===== src/rtl/decode_stage.sv =====
// Instruction decode stage: 32x32 register file with write-before-read bypass,
// main control decode, load-use hazard detection and the ID/EX pipeline register.
module decode_stage (
  input  logic        clock,
  input  logic        reset,
  input  logic [31:0] ip_instruction,
  input  logic [9:0]  ip_PC_plus_4,
  input  logic        ip_wb_write_en,
  input  logic [4:0]  ip_wb_dest_reg,
  input  logic [31:0] ip_wb_write_data,
  input  logic        ip_EX_read_en,
  input  logic [4:0]  ip_EX_dest_reg,
  input  logic        ip_flush,
  output logic        op_stall,
  output logic [31:0] op_read_data_1,
  output logic [31:0] op_read_data_2,
  output logic [31:0] op_immediate,
  output logic [5:0]  op_opcode,
  output logic [5:0]  op_function_opcode,
  output logic [4:0]  op_dest_reg_R_type,
  output logic [4:0]  op_dest_reg_I_type,
  output logic [4:0]  op_rs,
  output logic [4:0]  op_rt,
  output logic [9:0]  op_PC_plus_4,
  output logic [1:0]  op_ALU_op,
  output logic        op_ALU_src,
  output logic        op_RegDst,
  output logic        op_MemtoReg,
  output logic        op_RegWrite,
  output logic        op_read_en,
  output logic        op_write_en,
  output logic        op_branch
);

  localparam int unsigned NUM_REGS = 32;
  localparam int unsigned DATA_W   = 32;

  localparam logic [5:0] OP_RTYPE = 6'h00;
  localparam logic [5:0] OP_LW    = 6'h23;
  localparam logic [5:0] OP_SW    = 6'h2B;
  localparam logic [5:0] OP_BEQ   = 6'h04;
  localparam logic [5:0] OP_ADDI  = 6'h08;

  typedef struct packed {
    logic [1:0] alu_op;
    logic       alu_src;
    logic       reg_dst;
    logic       mem_to_reg;
    logic       reg_write;
    logic       read_en;
    logic       write_en;
    logic       branch;
  } ctrl_t;

  logic [DATA_W-1:0] r_regs [NUM_REGS];

  logic [5:0]        w_opcode;
  logic [4:0]        w_rs;
  logic [4:0]        w_rt;
  logic [DATA_W-1:0] w_read_data_1;
  logic [DATA_W-1:0] w_read_data_2;
  logic              w_wb_valid;
  logic              w_uses_rt;
  logic              w_stall;
  ctrl_t             w_ctrl;
  ctrl_t             r_ctrl;

  assign w_opcode   = ip_instruction[31:26];
  assign w_rs       = ip_instruction[25:21];
  assign w_rt       = ip_instruction[20:16];
  assign w_wb_valid = ip_wb_write_en && (ip_wb_dest_reg != 5'd0);

  // Register file write; reset loads entry i with i and wins over write-back.
  always_ff @(posedge clock) begin
    if (reset) begin
      for (int i = 0; i < NUM_REGS; i++) begin
        r_regs[i] <= DATA_W'(i);
      end
    end else if (w_wb_valid) begin
      r_regs[ip_wb_dest_reg] <= ip_wb_write_data;
    end
  end

  // Asynchronous reads with same-cycle write-back bypass; $0 is hardwired.
  always_comb begin
    w_read_data_1 = r_regs[w_rs];
    w_read_data_2 = r_regs[w_rt];
    if (w_wb_valid && (ip_wb_dest_reg == w_rs)) w_read_data_1 = ip_wb_write_data;
    if (w_wb_valid && (ip_wb_dest_reg == w_rt)) w_read_data_2 = ip_wb_write_data;
    if (w_rs == 5'd0) w_read_data_1 = '0;
    if (w_rt == 5'd0) w_read_data_2 = '0;
  end

  always_comb begin
    w_ctrl = '0;
    unique case (w_opcode)
      OP_RTYPE: begin
        w_ctrl.reg_dst   = 1'b1;
        w_ctrl.reg_write = 1'b1;
        w_ctrl.alu_op    = 2'b10;
      end
      OP_LW: begin
        w_ctrl.alu_src    = 1'b1;
        w_ctrl.mem_to_reg = 1'b1;
        w_ctrl.reg_write  = 1'b1;
        w_ctrl.read_en    = 1'b1;
      end
      OP_SW: begin
        w_ctrl.alu_src  = 1'b1;
        w_ctrl.write_en = 1'b1;
      end
      OP_BEQ: begin
        w_ctrl.branch = 1'b1;
        w_ctrl.alu_op = 2'b01;
      end
      OP_ADDI: begin
        w_ctrl.alu_src   = 1'b1;
        w_ctrl.reg_write = 1'b1;
      end
      default: w_ctrl = '0;
    endcase
  end

  // Load-use hazard: rt only counts for instructions that actually read it.
  always_comb begin
    w_uses_rt = (w_opcode == OP_RTYPE) || (w_opcode == OP_SW) || (w_opcode == OP_BEQ);
    w_stall   = ip_EX_read_en && (ip_EX_dest_reg != 5'd0) &&
                ((ip_EX_dest_reg == w_rs) || (w_uses_rt && (ip_EX_dest_reg == w_rt)));
  end

  assign op_stall = w_stall && !ip_flush;

  // ID/EX register: flush or stall inserts a bubble in the control fields only.
  always_ff @(posedge clock) begin
    if (reset) begin
      op_read_data_1     <= '0;
      op_read_data_2     <= '0;
      op_immediate       <= '0;
      op_opcode          <= '0;
      op_function_opcode <= '0;
      op_dest_reg_R_type <= '0;
      op_dest_reg_I_type <= '0;
      op_rs              <= '0;
      op_rt              <= '0;
      op_PC_plus_4       <= '0;
      r_ctrl             <= '0;
    end else begin
      op_read_data_1     <= w_read_data_1;
      op_read_data_2     <= w_read_data_2;
      op_immediate       <= {{16{ip_instruction[15]}}, ip_instruction[15:0]};
      op_opcode          <= w_opcode;
      op_function_opcode <= ip_instruction[5:0];
      op_dest_reg_R_type <= ip_instruction[15:11];
      op_dest_reg_I_type <= w_rt;
      op_rs              <= w_rs;
      op_rt              <= w_rt;
      op_PC_plus_4       <= ip_PC_plus_4;
      if (ip_flush || w_stall) r_ctrl <= '0;
      else                     r_ctrl <= w_ctrl;
    end
  end

  assign op_ALU_op   = r_ctrl.alu_op;
  assign op_ALU_src  = r_ctrl.alu_src;
  assign op_RegDst   = r_ctrl.reg_dst;
  assign op_MemtoReg = r_ctrl.mem_to_reg;
  assign op_RegWrite = r_ctrl.reg_write;
  assign op_read_en  = r_ctrl.read_en;
  assign op_write_en = r_ctrl.write_en;
  assign op_branch   = r_ctrl.branch;

endmodule


===== config.mk =====
export PLATFORM = sky130hd
export DESIGN_NAME = decode_stage
export DESIGN_NICKNAME = d
export VERILOG_FILES = /design/src/rtl/decode_stage.sv
export SDC_FILE = /design/constraint.sdc
export NUM_CORES = 2
export LEC_CHECK = 0
export BUFFER_PORTS_ARGS = -buffer_cell sky130_fd_sc_hd__buf_4
export CORE_MARGIN = 4
export CORE_UTILIZATION = 62
export DETAILED_ROUTE_END_ITERATION = 6
export GPL_ROUTABILITY_DRIVEN = 0
export GPL_TIMING_DRIVEN = 1
export PLACE_DENSITY_LB_ADDON = 0.08
export SETUP_SLACK_MARGIN = 0.05
export SKIP_LAST_GASP = 1
export SLEW_MARGIN = 10
export SYNTH_ARGS = -nofsm -noshare
export SYNTH_HDL_FRONTEND = slang
export SYNTH_SLANG_ARGS = --single-unit
export TNS_END_PERCENT = 30

===== constraint.sdc =====
create_clock -name clock -period 3.4 [get_ports clock]
set_input_delay 0.51 -clock clock [delete_from_list [all_inputs] [get_ports clock]]
set_output_delay 0.51 -clock clock [all_outputs]
set_load 0.005 [all_outputs]

Word-level counts from Yosys, hierarchy flattened
Memories as Yosys holds them, arrays and structs flattened. A register that Yosys moved wholly into a read port is not among the register bits.
Index checks and enable logic that the tools add are counted.
{"block": "op_classes", "n_eq_ne": 6, "n_mux": 15, "reduce_logical": 21}
{"op": "$mux 32", "n": 1}
{"op": "$reduce_or 32->1", "n": 1}
{"op": "$eq 6x6->1 const B", "n": 2}
{"op": "$mux 1", "n": 12}
{"op": "$eq 5x5->1", "n": 2}
{"op": "$logic_not 5->1", "n": 2}
{"op": "$reduce_bool 5->1", "n": 2}
{"op": "$eq 6x3->1 const B", "n": 1}
{"op": "$eq 6x4->1 const B", "n": 1}
{"op": "$logic_not 6->1", "n": 1}
{"op": "$reduce_or 2->1", "n": 3}
{"op": "$reduce_or 3->1", "n": 2}
{"op": "$logic_and 1x1->1", "n": 5}
{"op": "$mux 5", "n": 1}
{"op": "$logic_or 1x1->1", "n": 4}
{"op": "$pmux 2 s2", "n": 1}
{"op": "$logic_not 1->1", "n": 1}
{"block": "word_totals", "register_bits": 61, "mem_bits_rw": 1024, "inputBits": 89, "output_inout_bits": 148, "word_cells": 57, "n_memories": 1}
{"name": "r_regs", "depth": 32, "width": 32, "read_ports": 2, "rd_ports_with_merged_regs": 2, "wr": 32, "line_no": "55", "text": "logic [DATA_W-1:0] r_regs [NUM_REGS];"}

Longest topological paths before layout
{"block": "logic_depth", "depth_word": 8, "mapped_depth": 9}

Least setup slack after synthesis
No wires, ideal clock.
{"block": "synth_timing", "path_type": "input to register", "start": "input reset", "end": "memory r_regs[28][0], enable pin", "setup_ns": 0.375, "arrival_time_ns": 2.384, "t_required_ns": 3.025, "path_slack_ns": 0.641, "path_stages": 8, "n_path_buf": 4, "path_cell_list": "clkbuf_1 nor2b_1 clkbuf_1 or3b_1 clkbuf_1 nor2_1 clkbuf_1 or2_2"}
{"item": "start: declaration", "line_no": "5", "text": "input logic reset,"}
{"item": "end: declaration", "line_no": "55"}

Worst setup path in the final report
{"block": "layout_timing", "start": "input ip_instruction[18]", "end": "output op_stall"}
{"block": "layout_via", "elab_chain_len": 5}
{"item": "start: declaration", "line_no": "6", "text": "input logic [31:0] ip_instruction,"}
{"item": "$eq 5x5->1", "line_no": "128", "text": "((ip_EX_dest_reg == w_rs) || (w_uses_rt && (ip_EX_dest_reg == w_rt)));"}
{"item": "$logic_and 1x1->1", "line_no": "128"}
{"item": "$logic_or 1x1->1", "line_no": "128"}
{"item": "$logic_and 1x1->1", "line_no": "127", "text": "w_stall = ip_EX_read_en && (ip_EX_dest_reg != 5'd0) &&"}
{"item": "$logic_and 1x1->1", "line_no": "131", "text": "assign op_stall = w_stall && !ip_flush;"}
{"item": "end: declaration", "line_no": "14", "text": "output logic op_stall,"}
No other way between the ends.

==> metrics.cfg <==
[status]
status=finished clean

[die]
die_h_um=314
coreArea_mm2=0.0922
start_util_pct=62.9
die_w_um=314
die-area_mm2=0.0986
core.rowCount=111
ios=237

[worst_setup_path]
arrival_ns=2.18
cpPeakStageDelay_ns=0.34
crit_top_cell=buf_4
r2r_cells=6
r2r-start=r_regs[17][22]$_SDFFCE_PN0P_
path_cells=buf_6 -> buf_4 -> xor2_1 -> nor4_1 -> o211ai_1 -> a21oi_1 -> buf_4 -> nor2b_1 -> buf_4
start_kind=input port
r2r-end=op_read_data_1[22]$_SDFF_PP0_
crit_slowest_cell=buf_6
endpoint_kind=output pin
rrSetupSlack_ns=1.37
path_max_fanout=30
crit_end=op_stall
crit_required_ns=2.89
worstSetupPathType=input port to output pin
critPathLaunch=ip_instruction[18]

[global_route]
grt_pass1_wl_mm=286
track_usage_pct=41.2
antenna_found_initial=22
grt_remaining_overflow=0
grt_max_degree=81
first_global_vias=39900

[final_layout]
final_area_mm2=0.0663
fillCellCount=6117
fin_cells=5665
drive_above_1_share_pct=27.4
fin_nets=4391
area_growth_pct=14.3

[yosys]
syn_area_mm2=0.0580
synthCells=4160
synthAdderAreaFrac_pct=0
synth-simple-area-share_pct=14.6
synth_xor_area_share_pct=0.302
async_flop_share_pct=0
avgSynthCellArea_um2=14.0
synth_edf_count=1024
synth_ff_type=edfxtp_1
synth-seq-cells=1137
muxShareOfSynthArea_pct=18.9
ys_top_cells_by_count=1024 x edfxtp_1, 913 x and2_1, 360 x clkbuf_1
synth_warnings=0
synth_top_family_by_area=multiplexers
synth-seq-area-share_pct=56.9
synth_cell_types=48
yosysTopAreaCellShare_pct=53.0
yosysMostFrequentCell=edfxtp_1
synth_compound_area_share_pct=5.69
synthTopCellsByArea=edfxtp_1 53%, mux4_2 14%, and2_1 9.8%, dfxtp_1 3.9%, mux2i_1 2.8%
post-synth-top-area-cell=edfxtp_1

[detailed_routing]
route.met2.wl_mm=91.3
first_iter_violations=6004
wl_mm=204
via_per_inst=7.16
via_count=40600
wl_per_cell_um=36.0
dr_wl_met3_mm=30.1
dr.pass1.iters=6
drc=0
wirelength_met1_mm=69.6
topRoutingLayerUsed=met5
ant_nets=0

[place]
dp_hpwl_mm=124
io_buffers=236
placed_cell_area_mm2=0.0621
dpl.cell_count=5405

[clocking]
post_cts_buffers=0
cts_resized=0
cts.sinks=1137
cts_tree=built
numCtsBuffers=117
clk_pin_slew_worst_paths_ns=0.06
htree_levels=3
clock_latency_ns=0.72
cts_root_buf=clkbuf_16
clock_path_buffers=3

[sta]
worstMarginPinSlew_ns=1.05
slew_headroom_pct=28.1
finalSetupViolCount=0
clock_skew_ns=0.0243
fin_crit_sh_pct=79.2
slew_violations=0
grt_setup_unrepaired=no
max_freq_ghz=0.371
min_period_ns=2.69
setup_tns_ns=0
finalHoldViolations=0

[power]
p_leak_nw=23.5
p_total_mw=33.8
peakVddDrop_uv=449
powerDensity_mw_per_mm2=510

[worst_hold_path]
hp-class=input port to flip-flop
hold_depth=2

[run]
cap_violations=0

-- state kept, by name, indices dropped and copies added (netlist names) --
name	count
op_read_data_2	32
op_ALU_src	1
op_RegWrite	1
op_RegDst	1
op_immediate	16
op_MemtoReg	1
r_regs	1024
op_rs	5
op_read_data_1	32
op_PC_plus_4	10
op_write_en	1
op_rt	5
op_opcode	6
op_ALU_op	2
-- worst max-delay path, delay by kind of cell --
kind,cells,cell delay (ns)
AO/OA/AOI/OAI,2,0.29
XOR/XNOR,1,0.09
AND/OR/NAND/NOR,2,0.30
buffers and inverters,4,0.92
-- power breakdown --
part	total [mW]	switching, mW	internal [mW]
sequential	16.5	0.495	16.0
clock	13.4	5.58	7.78
combinational	3.93	2.24	1.69
-- cell usage in the layout (no fill, tap or decap), types with 16 or more instances in the layout --
master            n
mux2_2          129
a2111oi_0        31
conb_1           32
clkinv_2         19
o211ai_1         65
a32o_1           32
mux2i_1         160
buf_4           398
mux4_2          351
a211oi_1         33
nand3b_1         39
nor3_1           71
nor2_2           16
clkbuf_8         17
or3_1            82
dlygate4sd3_1    21
clkbuf_1         26
and2_1          912
clkbuf_16       121
nor2b_1         107
edfxtp_1       1024
o221ai_1         32
nor2_1           36
nand2_1          67
buf_12           59
a21oi_1          66
a22oi_1          95
o22ai_1          96
or2_2            34
dfxtp_1         113
diode_2          17
nor2_4           16
-- stage by stage --
stage / util (%) / hold slack [ns] / setup WS (ns)
2_1_floorplan: - / 0.636 / 0.641
3_3_place_gp: 67.3 / 0.721 / 0.476
3_5_place_dp: 67.3 / 0.727 / 0.452
4_1_cts: 71.9 / 0.00183 / 0.731
5_1_grt: 71.9 / 0.0139 / 0.556
6_report: 71.9 / 0.0236 / 0.707
-- routing by layer --
layer / GRT usage, % / vias to the layer above
met2: 61.7 / 3477
met4: 22.1 / 10
met5: 0 / -
met3: 13.4 / 758
met1: 54.0 / 20300
li1: - / 16100
-- logic make-up (layout without fill, tap and decap cells) --
group           after synthesis  count (layout)
simple gates               1413            1413
flops                      1137            1137
compound gates              457             457
xor+xnor                     20              20
other cells                   1              49
buf+inv                     492             706
mux                         640             640
-- repair_timing --
action                     CTS  global route
setup endpoints to repair    0             0
hold buffers                21             0
hold endpoints to repair    21             0
-- worst min path at each step --
stage | from | endpoint | slack (ns)
floorplan | ip_wb_write_data[10] | op_read_data_2[10]$_SDFF_PP0_ | 0.64
global route | ip_PC_plus_4[7] | op_PC_plus_4[7]$_SDFF_PP0_ | 0.01
finish | ip_PC_plus_4[7] | op_PC_plus_4[7]$_SDFF_PP0_ | 0.02
detailed placement | ip_instruction[4] | op_immediate[4]$_SDFF_PP0_ | 0.73
global placement | ip_PC_plus_4[1] | op_PC_plus_4[1]$_SDFF_PP0_ | 0.72
CTS | ip_PC_plus_4[2] | op_PC_plus_4[2]$_SDFF_PP0_ | 0.002
-- cell type report --
type                       instances  area, µm²  share of cell area, %
timing repair buffer             483       4450                   6.71
clock inverter                    58        621                  0.936
sequential                      1137      33000                   49.8
antenna                           17       42.5                 0.0641
tap                             1243       1560                   2.34
multi-input combinational       2562      23300                   35.1
inverter                           1       3.75                0.00566
clock buffer                     164       3360                   5.07
No activity file was read; power rests on OpenSTA's default activity.
